## src/rtl/cb_input_conditioner.sv

```systemverilog
// Input conditioner in front of the canyon_bomber core: PS/2 key state, joystick debounce,
// and one-shot coin pulses with a lockout gap. All outputs are active-low.
module cb_input_conditioner #(
  parameter int COIN_PULSE = 600000,
  parameter int COIN_GAP   = 600000,
  parameter int DEB_LEN    = 12000,
  parameter int CNT_W      = 20
) (
  input  logic        clk_sys,
  input  logic        reset,
  input  logic [10:0] ps2_key,
  input  logic [1:0]  joy_fire,
  input  logic [1:0]  joy_start,
  input  logic [1:0]  joy_coin,
  output logic        Coin1_n,
  output logic        Coin2_n,
  output logic        Start1_n,
  output logic        Start2_n,
  output logic        Fire1_n,
  output logic        Fire2_n,
  output logic [3:0]  coin_state_o
);

  typedef enum logic [1:0] {
    C_IDLE  = 2'd0,
    C_PULSE = 2'd1,
    C_GAP   = 2'd2
  } coin_state_e;

  // key_q bits: 0 space, 1 ctrl, 2 A, 3 F1, 4 '1', 5 F2, 6 '2', 7 '5', 8 '6'
  logic             tog_q;
  logic [8:0]       key_q, key_d;
  logic [5:0]       raw_q;
  logic [5:0]       lvl_q, lvl_d;
  logic [CNT_W-1:0] deb_cnt_q [6];
  logic [CNT_W-1:0] deb_cnt_d [6];
  coin_state_e      cst_q [2];
  coin_state_e      cst_d [2];
  logic [CNT_W-1:0] ccnt_q [2];
  logic [CNT_W-1:0] ccnt_d [2];
  logic [1:0]       req, prev_req_q, rise;
  logic             fire1, fire2, start1, start2;

  always_comb begin
    key_d = key_q;
    if (ps2_key[10] != tog_q) begin
      case (ps2_key[8:0])
        9'h029:  key_d[0] = ps2_key[9];
        9'h014:  key_d[1] = ps2_key[9];
        9'h01C:  key_d[2] = ps2_key[9];
        9'h005:  key_d[3] = ps2_key[9];
        9'h016:  key_d[4] = ps2_key[9];
        9'h006:  key_d[5] = ps2_key[9];
        9'h01E:  key_d[6] = ps2_key[9];
        9'h02E:  key_d[7] = ps2_key[9];
        9'h036:  key_d[8] = ps2_key[9];
        default: ;
      endcase
    end
  end

  // Level flips on the DEB_LEN-th consecutive differing sample; any agreeing sample restarts the count.
  always_comb begin
    for (int i = 0; i < 6; i++) begin
      lvl_d[i]     = lvl_q[i];
      deb_cnt_d[i] = '0;
      if (raw_q[i] != lvl_q[i]) begin
        if (deb_cnt_q[i] == CNT_W'(DEB_LEN - 1)) lvl_d[i] = raw_q[i];
        else deb_cnt_d[i] = deb_cnt_q[i] + CNT_W'(1);
      end
    end
  end

  assign fire1  = key_q[0] | key_q[1] | lvl_q[0];
  assign fire2  = key_q[2] | lvl_q[1];
  assign start1 = key_q[3] | key_q[4] | lvl_q[2];
  assign start2 = key_q[5] | key_q[6] | lvl_q[3];
  assign req[0] = key_q[7] | lvl_q[4] | lvl_q[5];
  assign req[1] = key_q[8];
  assign rise   = req & ~prev_req_q;

  always_comb begin
    for (int c = 0; c < 2; c++) begin
      cst_d[c]  = cst_q[c];
      ccnt_d[c] = ccnt_q[c];
      case (cst_q[c])
        C_IDLE: begin
          if (rise[c]) begin
            cst_d[c]  = C_PULSE;
            ccnt_d[c] = '0;
          end
        end
        C_PULSE: begin
          if (ccnt_q[c] == CNT_W'(COIN_PULSE - 1)) begin
            cst_d[c]  = C_GAP;
            ccnt_d[c] = '0;
          end else begin
            ccnt_d[c] = ccnt_q[c] + CNT_W'(1);
          end
        end
        C_GAP: begin
          if (ccnt_q[c] == CNT_W'(COIN_GAP - 1)) begin
            cst_d[c]  = C_IDLE;
            ccnt_d[c] = '0;
          end else begin
            ccnt_d[c] = ccnt_q[c] + CNT_W'(1);
          end
        end
        default: begin
          cst_d[c]  = C_IDLE;
          ccnt_d[c] = '0;
        end
      endcase
    end
  end

  // Raw joystick sampling is a plain synchronizer stage and is left out of reset.
  always_ff @(posedge clk_sys) begin
    raw_q <= {joy_coin, joy_start, joy_fire};
  end

  always_ff @(posedge clk_sys) begin
    if (reset) begin
      tog_q      <= ps2_key[10];
      key_q      <= '0;
      lvl_q      <= '0;
      prev_req_q <= '0;
      for (int i = 0; i < 6; i++) deb_cnt_q[i] <= '0;
      for (int c = 0; c < 2; c++) begin
        cst_q[c]  <= C_IDLE;
        ccnt_q[c] <= '0;
      end
      Coin1_n  <= 1'b1;
      Coin2_n  <= 1'b1;
      Start1_n <= 1'b1;
      Start2_n <= 1'b1;
      Fire1_n  <= 1'b1;
      Fire2_n  <= 1'b1;
    end else begin
      tog_q      <= ps2_key[10];
      key_q      <= key_d;
      lvl_q      <= lvl_d;
      prev_req_q <= req;
      for (int i = 0; i < 6; i++) deb_cnt_q[i] <= deb_cnt_d[i];
      for (int c = 0; c < 2; c++) begin
        cst_q[c]  <= cst_d[c];
        ccnt_q[c] <= ccnt_d[c];
      end
      Coin1_n  <= (cst_q[0] != C_PULSE);
      Coin2_n  <= (cst_q[1] != C_PULSE);
      Start1_n <= ~start1;
      Start2_n <= ~start2;
      Fire1_n  <= ~fire1;
      Fire2_n  <= ~fire2;
    end
  end

  assign coin_state_o = {cst_q[1], cst_q[0]};

endmodule

```

## config.mk

```make
export PLATFORM = sky130hd
export DESIGN_NAME = cb_input_conditioner
export DESIGN_NICKNAME = d
export VERILOG_FILES = /design/src/rtl/cb_input_conditioner.sv
export SDC_FILE = /design/constraint.sdc
export NUM_CORES = 1
export LEC_CHECK = 0
export BUFFER_PORTS_ARGS = -buffer_cell sky130_fd_sc_hd__clkbuf_2
export CAP_MARGIN = 20
export CORE_MARGIN = 5
export CORE_UTILIZATION = 45
export DETAILED_ROUTE_END_ITERATION = 8
export HOLD_SLACK_MARGIN = 0.06
export SLEW_MARGIN = 10
export SYNTH_ARGS = -nofsm -noshare
export SYNTH_HDL_FRONTEND = slang
export SYNTH_SLANG_ARGS = --single-unit
```

## constraint.sdc

```tcl
create_clock -name clk_sys -period 2.52 [get_ports clk_sys]
set_input_delay 0.252 -clock clk_sys [delete_from_list [all_inputs] [get_ports clk_sys]]
set_output_delay 0.252 -clock clk_sys [all_outputs]
set_load 0.03 [all_outputs]
```

# Word-level counts from Yosys, hierarchy flattened
# Memories as Yosys holds them, arrays and structs flattened.
# Cells that the tools add are included.
# classes
addsub	8
muxes	39
bitwise_logic	25
n_reduce_logical	19
eq_ne	30
# op_table
operator	count
20-bit two-way mux	24
20-bit by 1-bit adder with 20-bit output (second input constant)	8
20-bit by 14-bit == test with 1-bit output (second input constant)	6
20-bit case mux with 2 select lines	2
20-bit == test (second input constant)	2
9-bit by 5-bit == test with 1-bit output (second input constant)	4
2-bit AND reduction	15
9-bit by 6-bit == test with 1-bit output (second input constant)	3
1-bit bitwise OR	19
9-bit by 3-bit == test with 1-bit output (second input constant)	2
2-bit two-way mux	8
2-bit case mux with 3 select lines	2
1-bit inequality test	7
2-bit by 1-bit == test with 1-bit output (second input constant)	2
2-bit == test (second input constant)	2
2-bit zero test	2
2-bit by 1-bit inequality test with 1-bit output (second input constant)	2
1-bit inverter	4
2-bit OR reduction	2
1-bit two-way mux	3
2-bit AND	1
2-bit inverter	1
# word_totals
n_memories	3
mem_bits_rw	164
in_bits	19
wordCells	148
ff_bits	30
# memory_table
memory	depth	word_bits	read_ports	rd_ports_with_merged_regs	wr	line	rtl
deb_cnt_q	6	20	6	0	6	35	logic [CNT_W-1:0] deb_cnt_q [6];
ccnt_q	2	20	2	0	2	39	logic [CNT_W-1:0] ccnt_q [2];
cst_q	2	2	2	0	2	37	coin_state_e cst_q [2];

# Depth between registers and ports, before layout
# depth
ltp_word	6
depth_mapped	7
depth_no_buf	6

# Worst setup path after synthesis
# No wires, ideal clock.
# synth_timing
kind	reg-to-reg
start	memory ccnt_q[0][11]
end	memory ccnt_q[0][16]
stages_incl_launch_ff	7
t_arrival_ns	2.043
n_path_buf	1
required_time_ns	2.404
synth_period_minus_slack_ns	2.158
setup_slack_ns	0.362
path_cell_list	dfxtp_1 > or4b_1 > or4_4 > o211ai_4 > buf_6 > o41ai_1 > a31o_1
# synth_rtl
element	line
from (decl)	39

==> metrics.log <==
[metrics] floorplan die area: 0.0223 mm2
[metrics] slew at the pin closest to its max-slew limit: 0.703 ns
[metrics] number of fillers in the final layout: 1881
[metrics] data arrival time of the worst path: 2.66 ns
[metrics] Resized Gates After CTS: 0
[metrics] area share of the largest cell type after synthesis: 44.6%
[metrics] switching pwr: 1.41 mW
[metrics] setup repair bufs after CTS: 0
[metrics] peak fanout along the critical path: 15
[metrics] destination of the worst register-to-register timing path: ccnt_q[0][16]$_SDFFE_PP0P_
[metrics] run status: finished, final reports clean
[metrics] number of cells on the worst reg-to-reg path: 5
[metrics] critical path endpoint: ccnt_q[0][16]$_SDFFE_PP0P_
[metrics] number of violations reported at the end of detailed-routing iteration 0: 307
[metrics] number of nets at the end of the flow: 1109
[metrics] Top Ports: 29
[metrics] final wirelength: 17400 um
[metrics] Warnings, synthesis: 0
[metrics] H-tree levels: 4
[metrics] final standard cell utilization of the core: 51.0%
[metrics] fraction of the cycle the final worst path needs: 92.5%
[metrics] PortBufs: 28
[metrics] Synth cell types: 53
[metrics] number of antenna violations at the first check in global routing: 0
[metrics] Critical R2R Launch: ccnt_q[0][11]$_SDFFE_PP0P_
[metrics] count of flip-flops with a built-in enable after synthesis: 0
[metrics] hold-fix buffer count after cts: 7
[metrics] Hold WC Path Type: input pin to register
[metrics] effective utilization at floorplan: 45.2%
[metrics] Total Power Consumption: 6.08 mW
[metrics] placement-stage cell area: 0.00921 mm2
[metrics] wire length per cell: 12.9 um
[metrics] ys async rst share: 0%
[metrics] kind of critical path: register to register
[metrics] peak supply drop: 0.450 mV
[metrics] max-cap violation count: 0
[metrics] Internal: 4.67 mW
[metrics] worst endpoint required time: 2.85 ns
[metrics] vias in the first global route: 6392
[metrics] hold violation total from the final report: 0
[metrics] number of clock buffers inserted by TritonCTS: 17
[metrics] synthesized instance count: 1033
[metrics] clock tree from TritonCTS: built
[metrics] total power density per cell area: 618 mW/mm2
[metrics] most common flop cell mapped by yosys: dfxtp_1
[metrics] Max transition margin: 52.7%
[metrics] final std cell area, no fill: 0.00984 mm2
[metrics] proportion of total power due to net switching: 23.2%
[metrics] Die H: 149 um
[metrics] total of flip-flops plus latches after synthesis: 194
[metrics] final-report setup violation count: 0
[metrics] latest clock arrival within the worst-skew pair: 0.43 ns
[metrics] setup repair after global routing missed its margin: no
[metrics] worst hold slack after final layout: 0.168 ns
[metrics] setup TNS: 0 ns
[metrics] Post-Syn Area: 0.00872 mm2
[metrics] maximum number of pins on one net before global-route repair: 28
[metrics] combined global-route utilization of all metal layers: 16.2%
[metrics] final setup margin: 0.189 ns
[metrics] count of unresolved DRC violations after routing: 0
[metrics] most frequent cell after synthesis: dfxtp_1
[metrics] endpoint type of the worst setup path: register
[metrics] width of the die: 149 um
[metrics] pre-CTS WS: 0.206 ns
[metrics] overall overflow remaining after global route: 0
[metrics] average size of a mapped cell: 8.44 um2
[metrics] relative contribution of combinational cells to total power: 6.0%
[metrics] count of antenna-violating nets left after detailed routing: 0
[metrics] fraction of layout instances using a drive strength above 1: 8.20%
[metrics] clock share of power: 42.8%
[metrics] average vias per placed instance: 5.15
[metrics] standby leakage power: 3.27 nW
[metrics] synthesized net count: 1068
[metrics] Layout Cells excl Fill: 1350
[metrics] Peak Freq: 0.429 GHz
[metrics] total count of max-transition violations in the final report: 0
[metrics] clock sink count: 194
[metrics] final weighted congestion in routability-driven placement: 0.807
[metrics] register clock-pin slew on the reported worst setup and hold paths: 0.07 ns
[metrics] final setup skew: 0.00928 ns
[metrics] buffer levels on the longest clock path: 2
[metrics] Inserted Diodes: 0
[metrics] detailed-route via count: 6950
[metrics] Area Growth Syn to Fin: 12.8%
[metrics] min cycle time layout: 2.33 ns
[metrics] core box area: 0.0193 mm2
[metrics] sequential fraction of the synthesis area: 44.6%
[metrics] num rows: 51
[metrics] flop2flop setup slack: 0.19 ns
[metrics] Worst setup SP type: register
[metrics] number of cells in the design after placement: 1313
[metrics] wire length of the first global-routing pass: 30000 um
[metrics] commonest cells in the netlist: dfxtp_1, nor2_1, nand2_1
[metrics] top cells by area, synth: dfxtp_1, nor2_1, xnor2_1
[metrics] clock tree root driver cell: clkbuf_16
[metrics] sequential fraction of design power: 51.2%
[metrics] total half-perimeter wirelength after legalization and detailed placement: 12000 um
[metrics] timing startpoint of the critical path: ccnt_q[0][11]$_SDFFE_PP0P_
[metrics] Synth area leader: dfxtp_1
[metrics] detailed-routing iteration count for the pre-antenna-repair pass: 5
==> power groups by stage <==
stage / Sequential, mW / Combinational [mW] / Clock, mW
6_report: 3.12 / 0.364 / 2.60
4_1_cts: 3.12 / 0.366 / 2.68
2_1_floorplan: 3.20 / 0.208 / 0
3_5_place_dp: 3.19 / 0.356 / 0
5_1_grt: 3.12 / 0.406 / 2.79
3_3_place_gp: 3.19 / 0.355 / 0
==> routing by layer <==
layer,track usage [%],share of wire (%)
met2,25.8,44
met3,3.95,4.3
met1,21.8,50
met5,0,0
met4,4.90,1.2
==> cell families (layout without fill, tap and decap cells) <==
family | after synthesis | after routing | synth area share [%]
compound gates | 77 | 77 | 5.83
xor+xnor | 117 | 117 | 11.8
fa+ha+maj | 16 | 16 | 2.30
buf+inv | 63 | 115 | 2.81
flops | 194 | 194 | 44.6
mux | 17 | 17 | 1.97
simple gates | 549 | 549 | 30.8
==> registers in the layout, indices dropped and copies added (netlist names) <==
signal and cells:
tog_q 1, Start1_n 1, Start2_n 1, ccnt_q 40
prev_req_q 2, raw_q 6, deb_cnt_q 120, lvl_q 6
Coin1_n 1, Coin2_n 1, Fire2_n 1, Fire1_n 1
cst_q 4, key_q 9
==> worst min-delay path by stage <==
stage                       startpoint                    end  cells past startpoint
after global placement    joy_start[1]       raw_q[3]$_DFF_P_                      1
after CTS                        reset  lvl_q[4]$_SDFFE_PP0P_                      2
final                            reset  lvl_q[4]$_SDFFE_PP0P_                      2
after floorplan            joy_fire[0]       raw_q[0]$_DFF_P_                      0
after global routing             reset  lvl_q[4]$_SDFFE_PP0P_                      2
after detailed placement  joy_start[0]       raw_q[2]$_DFF_P_                      1
==> layout by cell type, fill, tap and decap left out, types with 28 or more instances in the layout <==
cell	count
nand3_1	81
xnor2_1	66
nor2_1	181
xor2_1	51
dfxtp_1	194
inv_1	29
nand2_1	93
clkbuf_2	28
nor3_1	28
nand4_1	40
==> cell type report <==
| type | count | area (um2) | share of cell area, % |
|---|---|---|---|
| tap | 265 | 332 | 3.37 |
| clock buffer | 21 | 480 | 4.88 |
| sequential | 194 | 3880 | 39.5 |
| clock inverter | 9 | 80.1 | 0.814 |
| inverter | 30 | 113 | 1.14 |
| timing repair buffer | 55 | 360 | 3.66 |
| multi-input combinational | 776 | 4590 | 46.6 |
==> worst max-delay path, stage by stage, from the launching register on <==
cell      delay, ns
dfxtp_1        0.36
or4b_1         0.55
or4_4          0.59
o211ai_4       0.41
o41ai_1        0.13
a31o_1         0.18
Power figures use the tool's default switching activity.
